### src/rtl/dpi_pkt_sequencer.sv
// dpi_pkt_sequencer: sequences packet bytes into stateful category matchers.
// Ports: clk/rst_n clock and async active-low reset; pkt_* upstream beat
// stream with pkt_rdy handshake; cfg_enable/cfg_flush configuration;
// load_state/new_stream_id/stream_id/enable matcher context; char_in/
// char_in_vld byte stream; eop commit pulse; pkt_count/drop_count statistics.
module dpi_pkt_sequencer #(
  parameter int NUM_CAT   = 8,
  parameter int EOP_DELAY = 4
) (
  input  logic               clk,
  input  logic               rst_n,
  input  logic               pkt_vld,
  input  logic               pkt_sop,
  input  logic               pkt_eop,
  input  logic [7:0]         pkt_data,
  input  logic [15:0]        pkt_flow_tag,
  output logic               pkt_rdy,
  input  logic [NUM_CAT-1:0] cfg_enable,
  input  logic               cfg_flush,
  output logic               load_state,
  output logic               new_stream_id,
  output logic [5:0]         stream_id,
  output logic [7:0]         char_in,
  output logic               char_in_vld,
  output logic               eop,
  output logic [NUM_CAT-1:0] enable,
  output logic [15:0]        pkt_count,
  output logic [15:0]        drop_count
);
  localparam int CW = $clog2(EOP_DELAY + 2);
  typedef enum logic [2:0] {IDLE, LOOKUP, LOAD, GAP, STREAM, DRAIN, EOP} state_t;
  state_t state_q, state_d;
  logic [CW-1:0] cnt_q, cnt_d;
  logic [63:0] valid_q, valid_d;
  logic [15:0] tag_q [64];
  logic [15:0] tag_d [64];
  logic [5:0] alloc_q, alloc_d, sid_q, sid_d, hit_idx;
  logic new_q, new_d, hit, miss, accept, sop_take, in_stream;
  logic [15:0] flow_q, flow_d, pcnt_q, pcnt_d, dcnt_q, dcnt_d;
  logic [NUM_CAT-1:0] en_q, en_d;
  logic [7:0] char_q, char_d;
  logic cvld_q, cvld_d;
  assign accept    = pkt_vld && pkt_rdy;
  assign sop_take  = state_q == IDLE && pkt_vld && pkt_sop;
  assign miss      = state_q == LOOKUP && !hit;
  // the held sop beat is consumed in GAP so its byte lands two cycles after load_state
  assign in_stream = state_q == GAP || state_q == STREAM;
  always_ff @(posedge clk or negedge rst_n) begin
    if (!rst_n) begin
      state_q <= IDLE;
      cnt_q   <= '0;
      valid_q <= '0;
      for (int i = 0; i < 64; i++) tag_q[i] <= '0;
      alloc_q <= '0;
      sid_q   <= '0;
      new_q   <= 1'b0;
      flow_q  <= '0;
      en_q    <= '0;
      char_q  <= '0;
      cvld_q  <= 1'b0;
      pcnt_q  <= '0;
      dcnt_q  <= '0;
    end else begin
      state_q <= state_d;
      cnt_q   <= cnt_d;
      valid_q <= valid_d;
      tag_q   <= tag_d;
      alloc_q <= alloc_d;
      sid_q   <= sid_d;
      new_q   <= new_d;
      flow_q  <= flow_d;
      en_q    <= en_d;
      char_q  <= char_d;
      cvld_q  <= cvld_d;
      pcnt_q  <= pcnt_d;
      dcnt_q  <= dcnt_d;
    end
  end
  always_comb begin
    state_d = state_q;
    case (state_q)
      IDLE:        state_d = sop_take ? LOOKUP : IDLE;
      LOOKUP:      state_d = LOAD;
      LOAD:        state_d = GAP;
      GAP, STREAM: state_d = (accept && pkt_eop) ? DRAIN : STREAM;
      DRAIN:       state_d = (cnt_q == CW'(EOP_DELAY)) ? EOP : DRAIN;
      EOP:         state_d = IDLE;
      default:     state_d = IDLE;
    endcase
  end
  always_comb begin
    pkt_rdy    = (state_q == IDLE) ? (pkt_vld && !pkt_sop) : in_stream;
    load_state = state_q == LOAD;
    eop        = state_q == EOP;
  end
  // descending scan leaves the lowest matching index
  always_comb begin
    hit     = 1'b0;
    hit_idx = '0;
    for (int i = 63; i >= 0; i--) begin
      if (valid_q[i] && tag_q[i] == flow_q) begin
        hit     = 1'b1;
        hit_idx = 6'(i);
      end
    end
  end
  // a flush coinciding with a miss still keeps the fresh allocation
  always_comb begin
    valid_d = cfg_flush ? '0 : valid_q;
    tag_d   = tag_q;
    if (miss) begin
      valid_d[alloc_q] = 1'b1;
      tag_d[alloc_q]   = flow_q;
    end
    alloc_d = miss ? alloc_q + 6'd1 : (cfg_flush ? '0 : alloc_q);
    flow_d  = sop_take ? pkt_flow_tag : flow_q;
    en_d    = sop_take ? cfg_enable : en_q;
    sid_d   = (state_q == LOOKUP) ? (hit ? hit_idx : alloc_q) : sid_q;
    new_d   = (state_q == LOOKUP) ? !hit : new_q;
    cvld_d  = accept && in_stream;
    char_d  = cvld_d ? pkt_data : char_q;
    cnt_d   = (state_q == DRAIN) ? cnt_q + 1'b1 : '0;
    pcnt_d  = (state_q == EOP && pcnt_q != 16'hFFFF) ? pcnt_q + 16'd1 : pcnt_q;
    dcnt_d  = (state_q == IDLE && pkt_vld && !pkt_sop && dcnt_q != 16'hFFFF) ? dcnt_q + 16'd1 : dcnt_q;
  end
  assign new_stream_id = new_q;
  assign stream_id     = sid_q;
  assign char_in       = char_q;
  assign char_in_vld   = cvld_q;
  assign enable        = en_q;
  assign pkt_count     = pcnt_q;
  assign drop_count    = dcnt_q;
endmodule

### config.mk
export PLATFORM = sky130hd
export DESIGN_NAME = dpi_pkt_sequencer
export DESIGN_NICKNAME = d
export VERILOG_FILES = /design/src/rtl/dpi_pkt_sequencer.sv
export SDC_FILE = /design/constraint.sdc
export NUM_CORES = 2
export LEC_CHECK = 0
export ABC_CLOCK_PERIOD_IN_PS = 5500
export BUFFER_PORTS_ARGS = -buffer_cell sky130_fd_sc_hd__buf_2
export CAP_MARGIN = 20
export CORE_MARGIN = 8
export CORE_UTILIZATION = 45
export DETAILED_ROUTE_END_ITERATION = 10
export PLACE_DENSITY = 0.59
export SLEW_MARGIN = 20
export SYNTH_ARGS = -nofsm -noshare
export SYNTH_HDL_FRONTEND = slang
export SYNTH_SLANG_ARGS = --single-unit
### constraint.sdc
create_clock -name clk -period 5.5 [get_ports clk]
set_clock_uncertainty 0.05 [all_clocks]
set_input_delay 1.1 -clock clk [delete_from_list [all_inputs] [get_ports clk]]
set_output_delay 1.1 -clock clk [all_outputs]
set_load 0.05 [all_outputs]
==> flow_summary.ini <==
[final_layout]
final_layout_size_suffix_gt1_share_pct = 33.4
finalNetCount = 4617
regArea_um2 = 29400
multi_input_area_um2 = 27200
syn_to_final_growth_pct = 11.6
nFillCells = 11500

[power_and_ir_drop]
ir_worst_vdd_mv = 0.377
power_density_nw_per_um2 = 441
p_leak_nw = 31.8

[sta]
final.min_clock_period_ns = 4.84
setup_violations = 0
slew_headroom_pct = 24.9
holdWs_ns = 0.349
tightest_slew_ns = 1.13
period_share_pct = 88.0
slew_violations = 0
finalSetupTns_ns = 0
fmax_mhz = 207
hold_viol_final = 0
rsz0062_at_grt = false

[drt]
dr.pass1.iters = 5
drt_iter0_drc = 1725
drt-total-wl_um = 140000
route.detailed.drc = 0
routedWlPerCell_um = 21.8
viasPerCell = 5.35
antenna_left = 0
vias = 34400

[synth]
syn_area_um2 = 59200
synth_seq_cells = 1172
ys_types = 69
synthesis.nets = 4547
ys_seq_area_share_pct = 49.6
ys.flop_type = dfrtp_1
async_flop_share_pct = 100
yosys_warnings = 0
synthCells = 4504
avgSynthCellArea_um2 = 13.1
synth_edf_count = 0

[status]
status = complete, no violations

[clocking]
cts_tree = yes
clkLatencyLatePin_ns = 0.75
cts_resized = 0
clock_path_buffers = 3
cts-hold-fix-buffers = 0
htreeDepth = 4
clkTransAtPathRegs_ns = 0.06
cts_buffers = 134
cts.sinks = 1172
post-cts-setup-buffer-count = 0
cts-root-buf = clkbuf_16

[global_route]
grt_max_degree = 125
grt_use_total_pct = 19.8
antenna_found_initial = 1
grt_pass1_wl_um = 222000
grt_pass1_vias = 35900
grt_overflow = 0

[floorplan]
rows = 133
initial_utilization_pct = 45.2
die-area_um2 = 143000
io_pins = 97
die-height_um = 379
core_area_um2 = 131000
fp.dieW_um = 379

[placement]
gp_congestion = 0.825
dp_hpwl_um = 88000
numPortBuffers = 96

[worst_setup_path]
cp.arrival_ns = 5.41
critPathCaptureType = flip-flop
r2r_slack_ns = 0.66
critPathKind = reg2reg
crit_fanout = 29
reg2reg_depth = 12
critical_path_required_ns = 6.07
start_kind = flip-flop

[run]
drv_cap = 0

[hold_path]
min_path_type = in2async
==> final timing paths <==
path | endpoint | start
min in group clk | cnt_q[0]$_DFF_PN0_ | cnt_q[0]$_DFF_PN0_
max in group asynchronous | flow_q[1]$_DFFE_PN0P_ | rst_n
setup / recovery | tag_q[415]$_DFFE_PN0P_ | flow_q[13]$_DFFE_PN0P_
hold reg to reg | cnt_q[0]$_DFF_PN0_ | cnt_q[0]$_DFF_PN0_
hold / removal | tag_q[819]$_DFFE_PN0P_ | rst_n
setup reg to reg | tag_q[415]$_DFFE_PN0P_ | flow_q[13]$_DFFE_PN0P_
==> kinds of logic after synthesis <==
family          count (synthesis)  share of synthesized area (%)
flops                        1172                           49.6
fa+ha+maj                       5                          0.106
simple gates                  668                           7.73
xor+xnor                     1054                           15.6
mux                          1054                           21.1
compound gates                136                           1.42
buf+inv                       415                           4.49
==> synthesized netlist by cell type (6+ instances only) <==
library cell | count | area [um2]
a21oi_1 | 6 | 30.0
and2_1 | 6 | 37.5
and3_1 | 12 | 75.1
and4_1 | 6 | 52.6
buf_1 | 6 | 22.5
buf_2 | 43 | 215
buf_4 | 52 | 390
buf_6 | 76 | 856
buf_8 | 17 | 255
clkbuf_1 | 131 | 492
dfrtp_1 | 1172 | 29300
inv_1 | 83 | 312
mux2_1 | 71 | 800
mux2_2 | 819 | 9220
mux2_4 | 162 | 2430
nand2_1 | 82 | 308
nand2b_1 | 10 | 62.6
nand3_1 | 92 | 460
nand4_1 | 178 | 1110
nand4_2 | 33 | 413
nand4_4 | 36 | 766
nor2_1 | 22 | 82.6
nor3_1 | 67 | 335
nor3_2 | 8 | 80.1
nor4_1 | 82 | 513
o21ai_0 | 81 | 405
or4_1 | 11 | 82.6
xnor2_1 | 678 | 5940
xor2_1 | 376 | 3290
==> metrics by stage <==
stage                     util, %  instance area [um2]  setup slack (ns)  total power, mW  cells
after floorplan                 -                59200              2.13             17.1   4504
after global placement       47.0                61600             0.744             20.3   6193
after detailed placement     47.0                61600             0.672             20.3   6193
after CTS                    50.4                66100             0.659             29.6   6431
after global routing         50.4                66100             0.398             30.7   6431
final                        50.4                66100             0.659             29.1   6432
==> placed cells by master (no fill, tap or decap), types with 71 or more instances in the layout <==
cell | synthesis | final
buf_2 | 43 | 94
buf_4 | 52 | 117
clkbuf_16 | 0 | 139
dfrtp_1 | 1172 | 1156
inv_1 | 83 | 83
mux2_1 | 71 | 71
mux2_2 | 819 | 819
mux2_4 | 162 | 162
nand2_1 | 82 | 82
nand3_1 | 92 | 92
nand4_1 | 178 | 178
nor4_1 | 82 | 82
o21ai_0 | 81 | 81
xnor2_1 | 678 | 678
xor2_1 | 376 | 376
==> final cells by class <==
cell class	instances	area share [%]
well taps	1755	3.32
diodes	1	0.00379
clock buffers	201	6.07
inverters	84	0.477
repair buffers	265	3.68
clock inverters	37	0.729
multi-input cells	2917	41.2
flip-flops and latches	1172	44.5
==> report_power, final <==
part	total [mW]	internal, mW	switching [mW]
registers	10.1	9.04	1.03
clock network	9.10	5.46	3.64
logic	9.93	4.02	5.91
==> flip-flops by register name (all words and copies together) (netlist names) <==
name / cells
new_stream_id: 1
alloc_q: 6
stream_id: 6
tag_q: 1024
enable: 8
pkt_count: 16
valid_q: 64
drop_count: 16
flow_q: 16
cnt_q: 3
char_in: 8
char_in_vld: 1
state_q: 3
==> routing by layer <==
layer | vias to the layer above | GRT usage (%) | wire, um
met5 | - | 0 | 10
met4 | 2 | 4.75 | 2710
met3 | 166 | 3.10 | 4880
met2 | 489 | 31.7 | 65100
met1 | 18000 | 28.3 | 67500
li1 | 15800 | - | -
==> critical path, stage by stage, from the launching register on <==
cell and delay [ns]:
dfrtp_4 0.84, buf_4 0.34, xnor2_1 0.10, nand3_1 0.08
nor3_1 0.07, nand4_1 0.33, nand2_1 0.21, nor4_2 0.44
and4_1 0.34, and2_4 0.46, buf_4 0.39, nand4_2 0.55
mux2_2 0.48
(Power assumes the default switching activity.)
